$ cat config.mk
export PLATFORM = sky130hd
export DESIGN_NAME = dca_lsu_issue_arbiter_flat
export DESIGN_NICKNAME = d
export VERILOG_FILES = /design/src/rtl/dca_lsu_issue_arbiter_pkg.sv /design/src/rtl/dca_lsu_issue_arbiter_if.sv /design/src/rtl/dca_lsu_issue_arbiter_id_fifo.sv /design/src/rtl/dca_lsu_issue_arbiter.sv /design/src/flat_wrapper.sv
export SDC_FILE = /design/constraint.sdc
export NUM_CORES = 1
export LEC_CHECK = 0
export ABC_AREA = 1
export CAP_MARGIN = 20
export CORE_ASPECT_RATIO = 0.9
export CORE_UTILIZATION = 25
export CTS_CLUSTER_SIZE = 30
export DETAILED_ROUTE_END_ITERATION = 16
export GPL_TIMING_DRIVEN = 0
export PLACE_DENSITY = 0.56
export REMOVE_ABC_BUFFERS = 1
export SLEW_MARGIN = 20
export SYNTH_ARGS = -nofsm -noshare
export SYNTH_HDL_FRONTEND = slang
export SYNTH_HIERARCHICAL = 1
export SYNTH_SLANG_ARGS = --single-unit
$ cat constraint.sdc
create_clock -name clk -period 8.3 [get_ports clk]
set_clock_uncertainty 0.15 [all_clocks]
set_input_delay 1.66 -clock clk [delete_from_list [all_inputs] [get_ports clk]]
set_output_delay 1.66 -clock clk [all_outputs]
set_load 0.01 [all_outputs]
$ cat src/rtl/dca_lsu_issue_arbiter_pkg.sv
// Shared constants and helpers for the LSU issue arbiter.
// Optional feature macro: DCA_LSU_ARB_WRITE_PRIORITY_EN (write-opcode priority).
package dca_lsu_issue_arbiter_pkg;
  localparam int BW_DCA_MATRIX_LSU_INST = 32;
  localparam int BW_LSU_OPCODE          = 4;
  localparam logic [BW_LSU_OPCODE-1:0] DCA_MATRIX_LSU_INST_OPCODE_WRITE = 4'h2;

  localparam int NUM_LSU_REQ = 3;
  localparam int BW_REQ_ID   = 2;
  localparam int LSU0        = 0;
  localparam int LSU1        = 1;
  localparam int LSU2        = 2;

  typedef logic [BW_REQ_ID-1:0]   req_id_t;
  typedef logic [NUM_LSU_REQ-1:0] req_vec_t;

  // Requester ID to one-hot requester vector.
  function automatic req_vec_t id2oh(req_id_t id);
    req_vec_t oh;
    oh = '0;
    for (int i = 0; i < NUM_LSU_REQ; i++) oh[i] = (id == req_id_t'(i));
    return oh;
  endfunction
endpackage

$ cat src/rtl/dca_lsu_issue_arbiter_if.sv
// Request / LSU handshake bundle. master = requesters + LSU, slave = arbiter.
interface dca_lsu_issue_arbiter_if #(
  parameter int BW_INST = dca_lsu_issue_arbiter_pkg::BW_DCA_MATRIX_LSU_INST
);
  logic [2:0]           req_valid;
  logic [2:0]           req_ready;
  logic [3*BW_INST-1:0] req_inst;
  logic                 lsu_valid;
  logic                 lsu_ready;
  logic [BW_INST-1:0]   lsu_inst;
  logic                 lsu_done;
  logic [2:0]           req_done;

  modport master (output req_valid, req_inst, lsu_ready, lsu_done,
                  input  req_ready, lsu_valid, lsu_inst, req_done);
  modport slave  (input  req_valid, req_inst, lsu_ready, lsu_done,
                  output req_ready, lsu_valid, lsu_inst, req_done);
endinterface

$ cat src/rtl/dca_lsu_issue_arbiter_id_fifo.sv
// dca_lsu_id_fifo: in-order FIFO of requester IDs for outstanding LSU work.
module dca_lsu_id_fifo
  import dca_lsu_issue_arbiter_pkg::*;
#(
  parameter int DEPTH  = 4,
  parameter int BW_CNT = $clog2(DEPTH) + 1
) (
  input  logic              clk,
  input  logic              rst,
  input  logic              clear,
  input  logic              enable,
  input  logic              push,
  input  req_id_t           push_id,
  input  logic              pop,
  output req_id_t           pop_id,
  output logic [BW_CNT-1:0] count
);
  localparam int PW = $clog2(DEPTH);

  req_id_t           mem_q [DEPTH];
  req_id_t           mem_d [DEPTH];
  logic [PW-1:0]     wr_ptr_q, wr_ptr_d, rd_ptr_q, rd_ptr_d;
  logic [BW_CNT-1:0] count_q, count_d;

  assign pop_id = mem_q[rd_ptr_q];
  assign count  = count_q;

  // Next-state: pointers wrap naturally because DEPTH is a power of two.
  always_comb begin
    mem_d    = mem_q;
    wr_ptr_d = wr_ptr_q;
    rd_ptr_d = rd_ptr_q;
    count_d  = count_q;
    if (enable) begin
      if (push) begin
        mem_d[wr_ptr_q] = push_id;
        wr_ptr_d        = wr_ptr_q + 1'b1;
      end
      if (pop) rd_ptr_d = rd_ptr_q + 1'b1;
      count_d = count_q + BW_CNT'(push) - BW_CNT'(pop);
    end
  end

  // State registers; clear behaves exactly like reset.
  always_ff @(posedge clk) begin
    if (rst || clear) begin
      for (int i = 0; i < DEPTH; i++) mem_q[i] <= '0;
      wr_ptr_q <= '0;
      rd_ptr_q <= '0;
      count_q  <= '0;
    end else begin
      mem_q    <= mem_d;
      wr_ptr_q <= wr_ptr_d;
      rd_ptr_q <= rd_ptr_d;
      count_q  <= count_d;
    end
  end
endmodule

$ cat src/rtl/dca_lsu_issue_arbiter.sv
// Round-robin issue arbiter sharing one matrix LSU among LSU0/LSU1/LSU2,
// with in-order completion routing back to the issuing requester.
// Optional: `define DCA_LSU_ARB_WRITE_PRIORITY_EN to let write-opcode
// requests pre-empt round-robin.
module dca_lsu_issue_arbiter
  import dca_lsu_issue_arbiter_pkg::*;
#(
  parameter int BW_INST     = BW_DCA_MATRIX_LSU_INST,
  parameter int TRACK_DEPTH = 4
) (
  input  logic                    clk,
  input  logic                    rst,
  input  logic                    clear,
  input  logic                    enable,
  dca_lsu_issue_arbiter_if.slave  bus,
  output logic                    busy,
  output logic                    err
);
  localparam int BW_CNT = $clog2(TRACK_DEPTH) + 1;

  req_id_t            rr_q, rr_d;
  logic               lsu_valid_q, lsu_valid_d;
  logic [BW_INST-1:0] lsu_inst_q, lsu_inst_d;
  req_vec_t           req_done_q, req_done_d;
  logic               err_q, err_d;

  req_vec_t          cand, is_wr;
  req_id_t           win_id, pop_id;
  logic              grant, pop, empty;
  logic [BW_CNT-1:0] count;

  // Per-requester write-opcode detect (only consulted with priority enabled).
  for (genvar g = 0; g < NUM_LSU_REQ; g++) begin : g_opc
    assign is_wr[g] = bus.req_valid[g] &&
      (bus.req_inst[g*BW_INST +: BW_LSU_OPCODE] == DCA_MATRIX_LSU_INST_OPCODE_WRITE);
  end

  // Candidate set, then first valid candidate starting from the rr pointer.
  always_comb begin
    int idx;
    logic found;
`ifdef DCA_LSU_ARB_WRITE_PRIORITY_EN
    cand = (|is_wr) ? is_wr : bus.req_valid;
`else
    cand = bus.req_valid;
`endif
    win_id = '0;
    found  = 1'b0;
    for (int k = 0; k < NUM_LSU_REQ; k++) begin
      idx = int'(rr_q) + k;
      if (idx >= NUM_LSU_REQ) idx = idx - NUM_LSU_REQ;
      if (!found && cand[idx]) begin
        found  = 1'b1;
        win_id = req_id_t'(idx);
      end
    end
  end

  // Grant uses the registered count, so a same-cycle completion at full
  // does not open a slot until the next cycle.
  assign grant = enable && (!lsu_valid_q || bus.lsu_ready) &&
                 (count < BW_CNT'(TRACK_DEPTH)) && (|bus.req_valid);
  assign bus.req_ready = grant ? id2oh(win_id) : '0;
  assign empty         = (count == '0);
  assign pop           = enable && bus.lsu_done && !empty;

  // Output stage, pointer, completion routing and sticky error.
  always_comb begin
    lsu_valid_d = lsu_valid_q;
    lsu_inst_d  = lsu_inst_q;
    rr_d        = rr_q;
    req_done_d  = '0;
    err_d       = err_q;
    if (enable) begin
      if (grant) begin
        lsu_valid_d = 1'b1;
        lsu_inst_d  = bus.req_inst[int'(win_id)*BW_INST +: BW_INST];
        rr_d        = (win_id == req_id_t'(LSU2)) ? req_id_t'(LSU0) : win_id + 1'b1;
      end else if (bus.lsu_ready) begin
        lsu_valid_d = 1'b0;
      end
      if (pop) req_done_d = id2oh(pop_id);
      if (bus.lsu_done && empty) err_d = 1'b1;
    end
  end

  // Registers; clear is a synchronous flush identical to reset.
  always_ff @(posedge clk) begin
    if (rst || clear) begin
      lsu_valid_q <= 1'b0;
      lsu_inst_q  <= '0;
      rr_q        <= '0;
      req_done_q  <= '0;
      err_q       <= 1'b0;
    end else begin
      lsu_valid_q <= lsu_valid_d;
      lsu_inst_q  <= lsu_inst_d;
      rr_q        <= rr_d;
      req_done_q  <= req_done_d;
      err_q       <= err_d;
    end
  end

  dca_lsu_id_fifo #(.DEPTH(TRACK_DEPTH), .BW_CNT(BW_CNT)) u_id_fifo (
    .clk     (clk),
    .rst     (rst),
    .clear   (clear),
    .enable  (enable),
    .push    (grant),
    .push_id (win_id),
    .pop     (pop),
    .pop_id  (pop_id),
    .count   (count)
  );

  assign bus.lsu_valid = lsu_valid_q;
  assign bus.lsu_inst  = lsu_inst_q;
  assign bus.req_done  = req_done_q;
  assign busy          = !empty;
  assign err           = err_q;
endmodule

$ cat src/flat_wrapper.sv
// flat-port wrapper written by rule: the top's interface ports become plain ports
module dca_lsu_issue_arbiter_flat import dca_lsu_issue_arbiter_pkg::*;
#(
  parameter int BW_INST     = BW_DCA_MATRIX_LSU_INST,
  parameter int TRACK_DEPTH = 4
)
  (clk, rst, clear, enable, busy, err, bus_req_valid, bus_req_inst, bus_lsu_ready, bus_lsu_done, bus_req_ready, bus_lsu_valid, bus_lsu_inst, bus_req_done);
  dca_lsu_issue_arbiter_if #(.BW_INST(BW_INST)) bus_i ();
  input  logic clk;
  input  logic rst;
  input  logic clear;
  input  logic enable;
  output logic busy;
  output logic err;
  input wire logic [$bits(bus_i.req_valid)-1:0] bus_req_valid;
  input wire logic [$bits(bus_i.req_inst)-1:0] bus_req_inst;
  input wire logic [$bits(bus_i.lsu_ready)-1:0] bus_lsu_ready;
  input wire logic [$bits(bus_i.lsu_done)-1:0] bus_lsu_done;
  output wire logic [$bits(bus_i.req_ready)-1:0] bus_req_ready;
  output wire logic [$bits(bus_i.lsu_valid)-1:0] bus_lsu_valid;
  output wire logic [$bits(bus_i.lsu_inst)-1:0] bus_lsu_inst;
  output wire logic [$bits(bus_i.req_done)-1:0] bus_req_done;
  assign bus_i.req_valid = bus_req_valid;
  assign bus_i.req_inst = bus_req_inst;
  assign bus_i.lsu_ready = bus_lsu_ready;
  assign bus_i.lsu_done = bus_lsu_done;
  assign bus_req_ready = bus_i.req_ready;
  assign bus_lsu_valid = bus_i.lsu_valid;
  assign bus_lsu_inst = bus_i.lsu_inst;
  assign bus_req_done = bus_i.req_done;
  dca_lsu_issue_arbiter #(.BW_INST(BW_INST), .TRACK_DEPTH(TRACK_DEPTH)) u_core (.clk(clk), .rst(rst), .clear(clear), .enable(enable), .bus(bus_i), .busy(busy), .err(err));
endmodule
==> flow_metrics.env <==
export IMPL_endpoint_kind="primary output"
export IMPL_clk_pin_slew_ns=0.07
export IMPL_required_ns=6.49
export IMPL_grt_use_met1_pct=16.6
export IMPL_core_area_um2=14100
export IMPL_ctsResizeCount=0
export IMPL_cp_slowest_cell="clkdlybuf4s50_1"
export IMPL_cts_hold_buf=0
export IMPL_clockBufferDepth=2
export IMPL_yosysWarnings=6
export IMPL_drc=0
export IMPL_grt_pass1_wl_mm=17.3
export IMPL_setup_tns_ns=0
export IMPL_via_count=3592
export IMPL_drive_gt1_share_pct=15.3
export IMPL_synth_cells=499
export IMPL_status="completed"
export IMPL_synthFlopType="dfxtp_1"
export IMPL_rrSetupSlack_ns=5.49
export IMPL_antenna_found_initial=0
export IMPL_dieArea_um2=15000
export IMPL_syn_avg_cell_area_um2=7.26
export IMPL_power_uw=787
export IMPL_crit_cells=8
export IMPL_rsz0062_at_grt="false"
export IMPL_r2r_start="u_core/rr_q[0]$_SDFFE_PP0P_"
export IMPL_regArea_um2=1080
export IMPL_crit_path_start_kind="primary input"
export IMPL_ios=146
export IMPL_multi_input_area_um2=2060
export IMPL_grtUsageMet3_pct=3.34
export IMPL_period_share_pct=76.7
export IMPL_setup_violations=0
export IMPL_hold_viol=0
export IMPL_worstHoldStart="u_core/err$_SDFFE_PP0P_"
export IMPL_grt_max_degree=46
export IMPL_stdcell_count=825
export IMPL_port_buffers=145
export IMPL_rr_endpoint="u_core/bus.lsu_inst[11]$_SDFFE_PP0P_"
export IMPL_clock_fmax_mhz=157
export IMPL_grt_use_met2_pct=28.3
export IMPL_ys_types=32
export IMPL_final_common_cell="clkdlybuf4s50_1"
export IMPL_crit_chain="clkdlybuf4s50_1 -> nand2_1 -> nor3_4 -> buf_16 -> inv_2 -> buf_12 -> nor3_1 -> clkdlybuf4s50_1"
export IMPL_finalCriticalPeriod_ns=6.37
export IMPL_grt_busiest_layer="met2"
export IMPL_die_x_um=129
export IMPL_critPathMaxFanout=32
export IMPL_cts_tree="yes"
export IMPL_synth_top_cells_by_area="dfxtp_1 (30%), nand2_1 (10%), a21oi_2 (9.7%)"
export IMPL_worstRegToRegCells=13
export IMPL_synth_seq_area_share_pct=29.9
export IMPL_ir_drop_uv=82.7
export IMPL_dp_cells=816
export IMPL_antenna_cells=0
export IMPL_post_synth_top_area_cell="dfxtp_1"
export IMPL_initial_utilization_pct=25.8
export IMPL_die_h_um=116
export IMPL_finalMaxSlewViolations=0
export IMPL_area_growth_synth_to_final_pct=47.5
export IMPL_postSynth_asyncResetShare_pct=0
export IMPL_worst_hold_path_endpoint="u_core/err$_SDFFE_PP0P_"
export IMPL_maxSlewHeadroom_pct=52.4
export IMPL_crit_arrival_ns=4.56
export IMPL_drtIter0Drc=163
export IMPL_routed_wl_mm=10.7
export IMPL_detail_route_wl_per_cell_um=13.0
export IMPL_htreeDepth=2
export IMPL_ys_seq_elements=54
export IMPL_min_path_cells=1
export IMPL_worst_path_most_repeated_cell="clkdlybuf4s50_1"
export IMPL_clk_latency_ns=0.30
export IMPL_power_leakage_nw=2.26
export IMPL_cts_made_buffers=5
export IMPL_post_cts_buffers=0
export IMPL_cp_num_buf_inv=5
export IMPL_dp_hpwl_mm=7.70
export IMPL_detail_route_vias_per_cell=4.35
export IMPL_yosys_area_top_type_share_pct=29.9
export IMPL_critPathKind="primary input to primary output"
export IMPL_nets=747
export IMPL_power_density_nw_per_um2=147
export IMPL_clock_sinks=54
export IMPL_dr_pass1_iters=4
export IMPL_synth_edf_count=0
export IMPL_tightestPinTransition_ns=0.714
export IMPL_antenna_left=0
export IMPL_grtUsageTotal_pct=14.9
export IMPL_drv_cap=0
export IMPL_cts_root_buf="clkbuf_16"
export IMPL_fin_util_pct=38.0
export IMPL_worst_path_dominant_cell_family="buffers and inverters"
export IMPL_syn_area_um2=3620
export IMPL_min_path_type="flip-flop to flip-flop"
export IMPL_max_stage_delay_ns=0.75
export IMPL_layout_common_cells="clkdlybuf4s50_1 (145), nand2_1 (96), inv_1 (71)"
export IMPL_rows=41
export IMPL_grt_pass1_vias=3581
export IMPL_fill_cells=1495
export IMPL_overflow=0
export IMPL_gp_routability_congestion=0.812
-- cell type report --
class	count	share of cell area [%]
clock inverters	1	0.164
repair buffers	148	28.3
multi-input cells	346	38.5
well taps	193	4.52
flip-flops and latches	54	20.2
inverters	76	5.34
clock buffers	7	2.86
-- worst max path at each step --
| stage | start | slack, ns | to |
|---|---|---|---|
| after floorplan | bus_lsu_ready | 2.96 | bus_req_ready[0] |
| after global placement | enable | 0.51 | bus_req_ready[0] |
| after detailed placement | enable | 1.72 | bus_req_ready[0] |
| after CTS | enable | 1.71 | bus_req_ready[0] |
| after global routing | enable | 1.67 | bus_req_ready[2] |
| final | enable | 1.93 | bus_req_ready[2] |
-- power breakdown --
group	total, mW	switching [mW]	internal (mW)	leakage [nW]
logic	0.278	0.158	0.120	1.74
clock network	0.232	0.102	0.129	0.0801
registers	0.277	0.00631	0.270	0.439
-- kinds of logic after synthesis --
family | synth area share [%]
fa+ha+maj | 4.01
compound gates | 20.0
simple gates | 32.6
flops | 29.9
buf+inv | 13.5
-- state kept, by name, indices dropped and copies added, names as in the netlist --
name                       flops
u_core/bus.lsu_inst           32
u_core/bus.lsu_valid           1
u_core/bus.req_done            3
u_core/err                     1
u_core/rr_q                    2
u_core/u_id_fifo/count         3
u_core/u_id_fifo/mem_q         8
u_core/u_id_fifo/rd_ptr_q      2
u_core/u_id_fifo/wr_ptr_q      2
-- cells in the mapped netlist, types with 3 or more instances --
cell type	instances
nand2_2	4
nand3_1	14
nand2_1	96
inv_2	5
buf_2	4
nor3_1	6
clkbuf_1	6
a21boi_1	4
a21oi_2	40
a21boi_0	4
inv_1	71
ha_1	10
nand4_1	9
nor2_1	60
o21ai_1	3
dfxtp_1	54
buf_8	6
a21oi_1	16
nand2_4	3
nor2_4	4
nand3_2	23
buf_6	5
o21ai_0	40
-- stage by stage --
stage          instance area [um^2]  setup slack, ns  hold slack [ns]
2_1_floorplan                  3420             2.96            0.306
3_3_place_gp                   5110            0.507            0.298
3_5_place_dp                   5160             1.72            0.321
4_1_cts                        5320             1.71            0.338
5_1_grt                        5340             1.67            0.370
6_report                       5340             1.93            0.330
-- layer usage --
metal	vias to the layer above	routed length [um]
li1	1858	-
met1	1628	4510
met2	97	5410
met3	9	642
met4	0	131
met5	-	0
Power figures use the tool's default switching activity.
